File: src/rtl/carbon_dbg_pkg.sv
// rtl/carbon_dbg_pkg.sv - shared FSM type and trace record layout for core_dbg_agent
package carbon_dbg_pkg;

  typedef enum logic [2:0] {
    ST_RUN        = 3'd0,
    ST_HALTING    = 3'd1,
    ST_HALTED     = 3'd2,
    ST_STEP_ISSUE = 3'd3,
    ST_STEP_WAIT  = 3'd4
  } dbg_state_e;

  // PC sits at [ADDR_W-1:0]; the remaining field offsets are relative to ADDR_W.
  localparam int TR_PC_LSB       = 0;
  localparam int TR_INSN_OFS     = 0;
  localparam int TR_INSN_W       = 32;
  localparam int TR_DROP_OFS     = TR_INSN_OFS + TR_INSN_W;
  localparam int TR_DROP_W       = 8;
  localparam int TR_SEQ_OFS      = TR_DROP_OFS + TR_DROP_W;
  localparam int TR_SEQ_W        = 16;
  localparam int TRACE_REC_MIN_W = TR_SEQ_OFS + TR_SEQ_W;

endpackage

File: src/rtl/trace_fifo.sv
// rtl/trace_fifo.sv - single-clock first-word-fall-through record FIFO with full/empty flags
module trace_fifo #(
  parameter int W     = 128,
  parameter int DEPTH = 4
) (
  input  logic         clk,
  input  logic         rst_n,
  input  logic         s_tvalid,
  input  logic [W-1:0] s_tdata,
  input  logic         m_tready,
  output logic [W-1:0] m_tdata,
  output logic         full,
  output logic         empty
);

  localparam int AW = $clog2(DEPTH);

  logic [W-1:0] mem [DEPTH];
  logic [AW:0]  wr_ptr;
  logic [AW:0]  rd_ptr;
  logic         do_push;
  logic         do_pop;

  // Pointers carry one wrap bit so full and empty are distinguishable.
  assign full    = (wr_ptr[AW] != rd_ptr[AW]) && (wr_ptr[AW-1:0] == rd_ptr[AW-1:0]);
  assign empty   = (wr_ptr == rd_ptr);
  assign do_push = s_tvalid && !full;
  assign do_pop  = m_tready && !empty;
  assign m_tdata = empty ? '0 : mem[rd_ptr[AW-1:0]];

  always_ff @(posedge clk or negedge rst_n) begin
    if (!rst_n) begin
      wr_ptr <= '0;
      rd_ptr <= '0;
    end else begin
      if (do_push) wr_ptr <= wr_ptr + 1'b1;
      if (do_pop)  rd_ptr <= rd_ptr + 1'b1;
    end
  end

  always_ff @(posedge clk) begin
    if (do_push) mem[wr_ptr[AW-1:0]] <= s_tdata;
  end

endmodule

File: src/rtl/core_dbg_agent.sv
// rtl/core_dbg_agent.sv - core debug agent: halt/step handshake and retirement trace (trace under CARBON_DBG_TRACE_EN)
module core_dbg_agent
  import carbon_dbg_pkg::*;
#(
  parameter int ADDR_W           = 32,
  parameter int TRACE_W          = 128,
  parameter int TRACE_FIFO_DEPTH = 4,
  parameter int STEP_TIMEOUT     = 64,
  parameter int RESET_HALT       = 0
) (
  input  logic               clk,
  input  logic               rst_n,
  input  logic               halt_req,
  input  logic               run_req,
  input  logic               step_req,
  output logic               halt_ack,
  output logic               step_ack,
  output logic               step_timeout,
  output logic               core_hold,
  output logic               core_step,
  input  logic               core_quiesced,
  input  logic               core_retire_valid,
  input  logic [ADDR_W-1:0]  core_retire_pc,
  input  logic [31:0]        core_retire_insn,
  output logic               trace_valid,
  input  logic               trace_ready,
  output logic [TRACE_W-1:0] trace_data
);

  localparam dbg_state_e RESET_STATE = (RESET_HALT != 0) ? ST_HALTED : ST_RUN;
  localparam int         CNT_W       = $clog2(STEP_TIMEOUT + 1);

  dbg_state_e       state;
  dbg_state_e       state_nxt;
  logic [CNT_W-1:0] step_cnt;
  logic             step_seen;
  logic             seen_now;
  logic             step_done;
  logic             step_expired;

  // A retirement in the current cycle counts as seen, so quiesce may coincide with it.
  assign seen_now     = step_seen | core_retire_valid;
  assign step_done    = seen_now & core_quiesced;
  assign step_expired = !seen_now && (step_cnt == CNT_W'(STEP_TIMEOUT - 1));

  always_ff @(posedge clk or negedge rst_n) begin
    if (!rst_n) state <= RESET_STATE;
    else        state <= state_nxt;
  end

  always_comb begin
    state_nxt = state;
    case (state)
      ST_RUN:        if (halt_req) state_nxt = ST_HALTING;
      ST_HALTING:    if (core_quiesced) state_nxt = ST_HALTED;
      ST_HALTED: begin
        if (step_req)                  state_nxt = ST_STEP_ISSUE;
        else if (!halt_req && run_req) state_nxt = ST_RUN;
      end
      ST_STEP_ISSUE: state_nxt = ST_STEP_WAIT;
      ST_STEP_WAIT:  if (step_done || step_expired) state_nxt = ST_HALTED;
      default:       state_nxt = ST_HALTED;
    endcase
  end

  always_comb begin
    halt_ack  = (state == ST_HALTED);
    core_hold = (state != ST_RUN);
    core_step = (state == ST_STEP_ISSUE);
  end

  always_ff @(posedge clk or negedge rst_n) begin
    if (!rst_n) begin
      step_cnt     <= '0;
      step_seen    <= 1'b0;
      step_ack     <= 1'b0;
      step_timeout <= 1'b0;
    end else begin
      step_ack <= (state == ST_STEP_WAIT) && (state_nxt == ST_HALTED);
      if (state == ST_HALTED && step_req)               step_timeout <= 1'b0;
      else if (state == ST_STEP_WAIT && step_expired)   step_timeout <= 1'b1;
      if (state == ST_STEP_ISSUE) begin
        step_cnt  <= '0;
        step_seen <= 1'b0;
      end else if (state == ST_STEP_WAIT) begin
        step_seen <= seen_now;
        if (step_cnt != CNT_W'(STEP_TIMEOUT)) step_cnt <= step_cnt + 1'b1;
      end
    end
  end

`ifdef CARBON_DBG_TRACE_EN
  logic [TR_SEQ_W-1:0]  seq;
  logic [TR_DROP_W-1:0] drop_cnt;
  logic [TRACE_W-1:0]   rec;
  logic                 fifo_full;
  logic                 fifo_empty;
  logic                 push;

  // Full is the registered flag, so a same-cycle pop never rescues a push into a full FIFO.
  assign push        = core_retire_valid & ~fifo_full;
  assign trace_valid = ~fifo_empty;

  always_comb begin
    rec = '0;
    rec[TR_PC_LSB +: ADDR_W]                 = core_retire_pc;
    rec[ADDR_W + TR_INSN_OFS +: TR_INSN_W]   = core_retire_insn;
    rec[ADDR_W + TR_DROP_OFS +: TR_DROP_W]   = drop_cnt;
    rec[ADDR_W + TR_SEQ_OFS +: TR_SEQ_W]     = seq;
  end

  always_ff @(posedge clk or negedge rst_n) begin
    if (!rst_n) begin
      seq      <= '0;
      drop_cnt <= '0;
    end else if (core_retire_valid) begin
      seq <= seq + 1'b1;
      if (push)                  drop_cnt <= '0;
      else if (drop_cnt != '1)   drop_cnt <= drop_cnt + 1'b1;
    end
  end

  trace_fifo #(
    .W     (TRACE_W),
    .DEPTH (TRACE_FIFO_DEPTH)
  ) u_trace_fifo (
    .clk      (clk),
    .rst_n    (rst_n),
    .s_tvalid (push),
    .s_tdata  (rec),
    .m_tready (trace_ready),
    .m_tdata  (trace_data),
    .full     (fifo_full),
    .empty    (fifo_empty)
  );
`else
  localparam int unused_fifo_depth = TRACE_FIFO_DEPTH;
  logic unused_trace;

  assign unused_trace = ^{core_retire_pc, core_retire_insn, trace_ready};
  assign trace_valid  = 1'b0;
  assign trace_data   = '0;
`endif

endmodule

File: config.mk
export PLATFORM = sky130hd
export DESIGN_NAME = core_dbg_agent
export DESIGN_NICKNAME = d
export VERILOG_FILES = /design/src/rtl/carbon_dbg_pkg.sv /design/src/rtl/trace_fifo.sv /design/src/rtl/core_dbg_agent.sv
export SDC_FILE = /design/constraint.sdc
export NUM_CORES = 1
export LEC_CHECK = 0
export CAP_MARGIN = 20
export CORE_AREA = 2 2 80 82
export CTS_BUF_LIST = sky130_fd_sc_hd__clkbuf_8 sky130_fd_sc_hd__clkbuf_16
export CTS_CLUSTER_SIZE = 40
export DETAILED_ROUTE_END_ITERATION = 10
export DIE_AREA = 0 0 82 84
export PLACE_DENSITY_LB_ADDON = 0.05
export SETUP_SLACK_MARGIN = 0.05
export SYNTH_ARGS = -nofsm -noshare
export SYNTH_HDL_FRONTEND = slang
export SYNTH_SLANG_ARGS = --single-unit
File: constraint.sdc
create_clock -name clk -period 4 [get_ports clk]
set_input_delay 0.6 -clock clk [delete_from_list [all_inputs] [get_ports clk]]
set_output_delay 0.6 -clock clk [all_outputs]
set_load 0.03 [all_outputs]
==> impl_table.tex, run 1 <==
\begin{tabular}{lr}
\hline
Metric & Value \\
\hline
\multicolumn{2}{l}{\textbf{Run status}} \\
\quad Outcome & finished, final reports clean \\
\multicolumn{2}{l}{\textbf{Placed design}} \\
\quad Post-detailed-placement cell area & 0.00140 sq mm \\
\quad \# port buffers & 11 \\
\quad Worst slack at placement & 1.71 ns \\
\quad Global placer's final weighted congestion & 0.704 \\
\quad Total half-perimeter wirelength after legalization and detailed placement & 1970 um \\
\multicolumn{2}{l}{\textbf{Die}} \\
\quad Starting Density & 28.0\% \\
\quad Horizontal die dimension & 82 um \\
\quad Die H & 84 um \\
\quad Core Rows & 29 \\
\quad Number of top-level pins & 206 \\
\quad Total Die Area & 0.00689 sq mm \\
\quad CORE AREA & 0.00610 sq mm \\
\multicolumn{2}{l}{\textbf{Route}} \\
\quad Overall via count from detail\_route & 955 \\
\quad Routed wire length per instance & 8.27 um \\
\quad Avg Vias per Cell & 3.22 \\
\quad Count of TritonRoute iterations in the first routing pass & 3 \\
\quad Residual antenna-violating net count after detailed routing & 0 \\
\quad Total routed wirelength & 2460 um \\
\quad DRC violation count after routing & 0 \\
\quad Number of DRC markers after the initial detailed-route iteration & 32 \\
\multicolumn{2}{l}{\textbf{Synth}} \\
\quad Largest family of logic cells by synthesized area & buffers and inverters \\
\quad Arithmetic-cell share of the synthesized area counting full adders, half adders and majority gates & 1.46\% \\
\quad Most frequent cell after synthesis & buf\_4 \\
\quad Post-synthesis sequential element count & 13 \\
\quad Count of flip-flops with a built-in enable after synthesis & 0 \\
\quad Number of warnings issued by yosys & 0 \\
\quad Seq/Total Area, Yosys & 19.0\% \\
\quad Largest area contributor in the netlist & buf\_4 \\
\quad Compound-gate portion of the synthesized area & 9.66\% \\
\quad Area fraction of the dominant cell type after synthesis & 56.7\% \\
\quad Flip-flop cell with the highest count after synthesis & dfrtp\_1 \\
\quad Netlist area before placement & 0.00171 sq mm \\
\quad Proportion of register bits with asynchronous set or reset after synthesis & 100\% \\
\quad Gate count after technology mapping & 210 \\
\quad Post-Synth Simple-Gate Area & 9.37\% \\
\quad Distinct cell type count after synthesis & 37 \\
\quad Post-synthesis xor/xnor area fraction & 0\% \\
\quad Synthesized area per cell & 8.14 sq um \\
\quad Top post-synthesis cells by area & buf\_4, dfrtp\_1, a21oi\_1 \\
\quad Fraction of synthesized area in multiplexers & 0.586\% \\
\quad Ranking of synthesized cells by instance count & buf\_4, dfrtp\_1, a21oi\_1, inv\_1 \\
\multicolumn{2}{l}{\textbf{Critical path}} \\
\quad Crit path kind & reg2out \\
\quad Reg-to-Reg Start & state[2] \\
\quad Data arrival time of the critical path & 1.92 ns \\
\quad Category of the worst setup path capture point & output port \\
\quad Required arrival time at the worst endpoint & 3.40 ns \\
\quad Critical path startpoint category & flop \\
\quad Biggest fanout along the worst timing path & 11 \\
\quad Launching instance or port of the critical path & state[2] \\
\multicolumn{2}{l}{\textbf{Power}} \\
\quad Worst-case vdd ir drop & 160 uV \\
\quad Overall power consumption & 700 uW \\
\quad Switching fraction of total power & 55.1\% \\
\quad Logic gate share of total power & 52.6\% \\
\quad Net switching power figure & 386 uW \\
\quad Sequential fraction of design power & 30.2\% \\
\quad Internal power component & 315 uW \\
\quad Leakage power & 0.802 nW \\
\quad Power share of the clock group & 17.2\% \\
\quad Power per unit of standard cell area & 483 mW/mm\^{}2 \\
\multicolumn{2}{l}{\textbf{Final layout}} \\
\quad Final-layout fill cell count & 689 \\
\quad Area growth from synthesis to layout & -15.2\% \\
\quad N\_diodes & 0 \\
\quad Ratio of cells with drive above 1 in the final layout & 2.73\% \\
\quad Post-route cell area & 0.00145 sq mm \\
\quad Final layout net count & 295 \\
\multicolumn{2}{l}{\textbf{Clock tree}} \\
\quad Hold buffer count at cts & 0 \\
\quad Number of clock sinks seen by CTS & 13 \\
\quad Root Buffer & clkbuf\_8 \\
\quad TritonCTS clock tree & yes \\
\quad Number of buffers added by the clock tree synthesis step & 3 \\
\quad Number of buffers inserted by post-CTS setup repair & 0 \\
\quad H-Tree Level Count & 1 \\
\quad Clk slew on worst S/H paths & 0.07 ns \\
\quad Number of gates resized after cts & 0 \\
\quad Clock Tree Buf Depth & 2 \\
\quad Worst-Skew Late Latency & 0.25 ns \\
\multicolumn{2}{l}{\textbf{Run}} \\
\quad Max-cap violations & 0 \\
\multicolumn{2}{l}{\textbf{Global route}} \\
\quad Overflow left after global routing & 0 \\
\quad Largest net degree at the start of global routing & 14 \\
\quad Initial antenna violation count & 0 \\
\quad Global-route usage over all layers & 6.42\% \\
\quad First-pass GRT wire length & 3350 um \\
\quad Via count of the first global-routing pass & 676 \\
\multicolumn{2}{l}{\textbf{Timing}} \\
\quad Relative slew margins & 50.6\% \\
\quad Maximum clock rate & 396 MHz \\
\quad Share of the clock period used by the worst path & 63.1\% \\
\quad Final Critical Period & 2.52 ns \\
\quad Final Slew Violations & 0 \\
\quad Slew at the pin with the worst max-slew slack & 0.739 ns \\
\quad Clock skew after layout & 0.0102 ns \\
\quad Final worst setup slack & 1.48 ns \\
\quad Number of setup violations in the final report & 0 \\
\quad Unrepaired setup endpoints after global routing & false \\
\quad Final hold violations & 0 \\
\quad Final total negative setup slack & 0 ns \\
\multicolumn{2}{l}{\textbf{Worst hold path}} \\
\quad Hold path startpoint & step\_seen \\
\quad Worst hold path class & reg2reg \\
\hline
\end{tabular}
==> stage by stage <==
stage          hold slack, ns  cells  util [%]
6_report                0.542    297      23.8
5_1_grt                 0.586    297      23.8
4_1_cts                 0.546    297      23.8
3_5_place_dp            0.530    293      23.0
3_3_place_gp            0.531    293      23.0
2_1_floorplan           0.304    338         -
==> cell usage in the layout, fill, tap and decap left out, drive strengths merged, types with 2 or more instances in the layout <==
master / Yosys / final
a211oi: 2 / 2
a21oi: 8 / 8
a31oi: 4 / 4
and4: 2 / 2
clkbuf: 2 / 3
clkdlybuf4s50: 0 / 11
conb: 1 / 129
dfrtp: 13 / 13
ha: 2 / 2
inv: 7 / 7
nand2: 5 / 5
nor2: 5 / 5
nor2b: 2 / 2
nor3: 2 / 2
o21ai: 3 / 3
o31ai: 2 / 2
or4: 2 / 2
==> power by group through the flow <==
| stage | registers (mW) | logic (mW) | clock network [mW] |
|---|---|---|---|
| 2_1_floorplan | 0.177 | 0.434 | 0 |
| 3_3_place_gp | 0.217 | 0.372 | 0 |
| 3_5_place_dp | 0.214 | 0.369 | 0 |
| 4_1_cts | 0.211 | 0.370 | 0.126 |
| 5_1_grt | 0.219 | 0.402 | 0.134 |
| 6_report | 0.211 | 0.368 | 0.121 |
==> final cells by class <==
| cell class | instances | area [sq um] | area share, % |
|---|---|---|---|
| repair buffers | 11 | 110 | 7.60 |
| inverters | 7 | 26.3 | 1.81 |
| clock buffers | 3 | 41.3 | 2.85 |
| multi-input cells | 185 | 845 | 58.3 |
| clock inverters | 1 | 5.00 | 0.345 |
| flip-flops and latches | 13 | 325 | 22.5 |
| well taps | 77 | 96.3 | 6.65 |
==> worst paths after layout <==
kind                            cells after the start  slack [ns]          end
worst max-delay path                                3        1.48    core_step
worst min-delay path                                2        0.54    step_seen
worst max register to register                      3        2.08  step_cnt[2]
worst min register to register                      2        0.54    step_seen
max in group asynchronous                           1        2.87  step_cnt[5]
min in group asynchronous                           1        0.73     state[0]
==> per-layer routing <==
metal	GRT usage (%)	wire length (um)	up-vias	share of wire, %
li1	-	-	446	-
met3	2.81	330	2	13
met1	8.48	976	428	40
met5	0	0	-	0
met4	1.36	10	0	0.41
met2	9.61	1140	79	46
==> state kept, by name, indices dropped and copies added (netlist names) <==
register	flops
state	3
step_seen	1
step_cnt	7
step_ack	1
step_timeout	1
==> critical path, cell delays in order, from the launching register on <==
cell and delay, ns:
dfrtp_1 0.49, nand3b_1 0.26, inv_1 0.21, clkdlybuf4s50_1 0.72
==> kinds of logic after synthesis <==
kind of cell	count (synthesis)
simple gates	27
other cells	1
buf+inv	140
compound gates	26
fa+ha+maj	2
flops	13
mux	1
Power figures use the tool's default switching activity.
==> inputs of run 2 (changes only) <==
--- a/config.mk
+++ b/config.mk
@@ -6,11 +6,10 @@
 export NUM_CORES = 1
 export LEC_CHECK = 0
 export CAP_MARGIN = 20
-export CORE_AREA = 2 2 80 82
+export CORE_UTILIZATION = 24
 export CTS_BUF_LIST = sky130_fd_sc_hd__clkbuf_8 sky130_fd_sc_hd__clkbuf_16
 export CTS_CLUSTER_SIZE = 40
 export DETAILED_ROUTE_END_ITERATION = 10
-export DIE_AREA = 0 0 82 84
 export PLACE_DENSITY_LB_ADDON = 0.05
 export SETUP_SLACK_MARGIN = 0.05
 export SYNTH_ARGS = -nofsm -noshare
==> constraint.sdc (replaced) <==
create_clock -name clk -period 2.3 [get_ports clk]
set_input_delay 0.345 -clock clk [delete_from_list [all_inputs] [get_ports clk]]
set_output_delay 0.345 -clock clk [all_outputs]
set_load 0.03 [all_outputs]
==> impl_table.tex, run 2 (synthesized netlist as in run 1, its figures left out) <==
\begin{tabular}{lr}
\hline
Metric & Value \\
\hline
\multicolumn{2}{l}{\textbf{Critical path}} \\
\quad Register-to-register setup slack & 0.59 ns \\
\quad Highest cell delay on the worst timing path & 0.61 ns \\
\quad Data arrival time of the critical path & 1.78 ns \\
\quad R2r worst-path depth & 3 \\
\quad Critical path's slowest cell & clkdlybuf4s50\_1 \\
\quad Capture instance of the worst register-to-register path & step\_cnt[5] \\
\quad Category of the worst setup path capture point & output port \\
\quad Reg-to-Reg Start & state[0] \\
\quad Launching instance or port of the critical path & state[0] \\
\quad Crit path kind & reg2out \\
\quad Required arrival time at the worst endpoint & 1.96 ns \\
\quad Biggest fanout along the worst timing path & 11 \\
\quad Ordered cell list for the critical path & nor2\_1 > nand2\_1 > clkdlybuf4s50\_1 \\
\quad Critical path startpoint category & flop \\
\multicolumn{2}{l}{\textbf{Final layout}} \\
\quad Final layout net count & 299 \\
\quad Flip-flop count of the largest register after layout & 7 \\
\quad Register name with the most flops & step\_cnt \\
\quad Most frequent standard cell in the layout excluding fill and tap cells & conb\_1 \\
\quad N\_diodes & 0 \\
\quad Ratio of cells with drive above 1 in the final layout & 4.46\% \\
\quad Top Registers & step\_cnt x7, state x3 \\
\quad Share of the core filled with cells in the final layout & 22.0\% \\
\quad Area growth from synthesis to layout & -11.9\% \\
\quad Highest-count cells in the layout ignoring fill and taps & conb\_1, dfrtp\_1, clkdlybuf4s50\_1 \\
\multicolumn{2}{l}{\textbf{Die}} \\
\quad Number of top-level pins & 206 \\
\quad Horizontal die dimension & 86.4 um \\
\quad Core Rows & 30 \\
\quad Total Die Area & 0.00746 sq mm \\
\quad Die H & 86.4 um \\
\quad Starting Density & 25.0\% \\
\quad CORE AREA & 0.00683 sq mm \\
\multicolumn{2}{l}{\textbf{Global route}} \\
\quad Largest net degree at the start of global routing & 14 \\
\quad Initial antenna violation count & 0 \\
\quad Overflow left after global routing & 0 \\
\quad Global-route usage over all layers & 6.66\% \\
\quad Via count of the first global-routing pass & 750 \\
\quad First-pass GRT wire length & 3820 um \\
\multicolumn{2}{l}{\textbf{Clock tree}} \\
\quad H-Tree Level Count & 1 \\
\quad TritonCTS clock tree & yes \\
\quad Clock Tree Buf Depth & 2 \\
\quad Clk slew on worst S/H paths & 0.06 ns \\
\quad Number of buffers added by the clock tree synthesis step & 3 \\
\quad Number of gates resized after cts & 0 \\
\quad Worst-Skew Late Latency & 0.25 ns \\
\quad Root Buffer & clkbuf\_8 \\
\quad Number of buffers inserted by post-CTS setup repair & 0 \\
\quad Number of clock sinks seen by CTS & 13 \\
\quad Hold buffer count at cts & 0 \\
\multicolumn{2}{l}{\textbf{Placed design}} \\
\quad Total half-perimeter wirelength after legalization and detailed placement & 2100 um \\
\quad \# port buffers & 11 \\
\quad Global placer's final weighted congestion & 0.654 \\
\multicolumn{2}{l}{\textbf{Timing}} \\
\quad Final total negative setup slack & 0 ns \\
\quad Relative slew margins & 57.7\% \\
\quad Final Critical Period & 2.12 ns \\
\quad Final Slew Violations & 0 \\
\quad Final hold violations & 0 \\
\quad Share of the clock period used by the worst path & 92.3\% \\
\quad Slew at the pin with the worst max-slew slack & 0.633 ns \\
\quad Maximum clock rate & 471 MHz \\
\quad Final hold slack & 0.491 ns \\
\quad Clock skew after layout & 0.00594 ns \\
\quad Number of setup violations in the final report & 0 \\
\quad Unrepaired setup endpoints after global routing & false \\
\multicolumn{2}{l}{\textbf{Power}} \\
\quad Worst-case vdd ir drop & 330 uV \\
\quad Leakage power & 0.837 nW \\
\quad Power per unit of standard cell area & 831 mW/mm\^{}2 \\
\multicolumn{2}{l}{\textbf{Route}} \\
\quad Number of DRC markers after the initial detailed-route iteration & 33 \\
\quad DRC violation count after routing & 0 \\
\quad Routed wire length per instance & 8.11 um \\
\quad Residual antenna-violating net count after detailed routing & 0 \\
\quad Total routed wirelength & 2590 um \\
\quad Overall via count from detail\_route & 973 \\
\quad Avg Vias per Cell & 3.04 \\
\quad Count of TritonRoute iterations in the first routing pass & 4 \\
\multicolumn{2}{l}{\textbf{Worst hold path}} \\
\quad Worst hold path class & in2async \\
\multicolumn{2}{l}{\textbf{Run}} \\
\quad Max-cap violations & 0 \\
\multicolumn{2}{l}{\textbf{Run status}} \\
\quad Outcome & finished, final reports clean \\
\hline
\end{tabular}
[run 2: cell count changes in the layout (fill, tap and decap cells not counted), sizes merged]
| cell | change |
|---|---|
| dlymetal6s2s | +1 |
| buf | +4 |
| clkdlybuf4s50 | -1 |
[run 2: layout make-up]
| type | instances | area (sq um) |
|---|---|---|
| multi-input cells | 185 | 845 |
| clock inverters | 1 | 5.00 |
| clock buffers | 3 | 41.3 |
| flip-flops and latches | 13 | 325 |
| inverters | 7 | 26.3 |
| well taps | 96 | 120 |
| repair buffers | 15 | 143 |
| fillers | 769 | 5330 |
[run 2: worst max-delay path: cells and delay by family (launching register included)]
| kind | cells | cell delay [ns] |
|---|---|---|
| buf+inv | 1 | 0.61 |
| flops | 1 | 0.50 |
| simple gates | 2 | 0.43 |
[run 2: how the worst max path moves through the flow]
stage	end	slack, ns	cells after the start
after floorplan	step_cnt[5]	0.62	5
after global placement	core_hold	0.42	3
after detailed placement	halt_ack	0.45	3
after CTS	halt_ack	0.15	3
after global routing	core_hold	0.09	3
final	core_hold	0.18	3
[run 2: power breakdown]
group          total (mW)  internal (mW)  switching, mW
combinational       0.687          0.174          0.513
clock               0.209          0.120         0.0890
sequential          0.355          0.276         0.0790
[run 2: stage by stage]
step           cell area (sq um)  power (mW)  cells  setup slack [ns]
2_1_floorplan               2190        1.06    338             0.615
3_3_place_gp                1460        1.06    316             0.419
3_5_place_dp                1460        1.05    316             0.446
4_1_cts                     1500        1.27    320             0.149
5_1_grt                     1510        1.34    320            0.0867
6_report                    1510        1.25    320             0.177
[run 2: metal layers]
metal / up-vias / wire length (um) / GRT usage [%]
li1: 453 / - / -
met2: 76 / 1230 / 10.7
met5: - / 0 / 0
met3: 2 / 253 / 1.90
met1: 442 / 1090 / 8.75
met4: 0 / 15 / 1.82
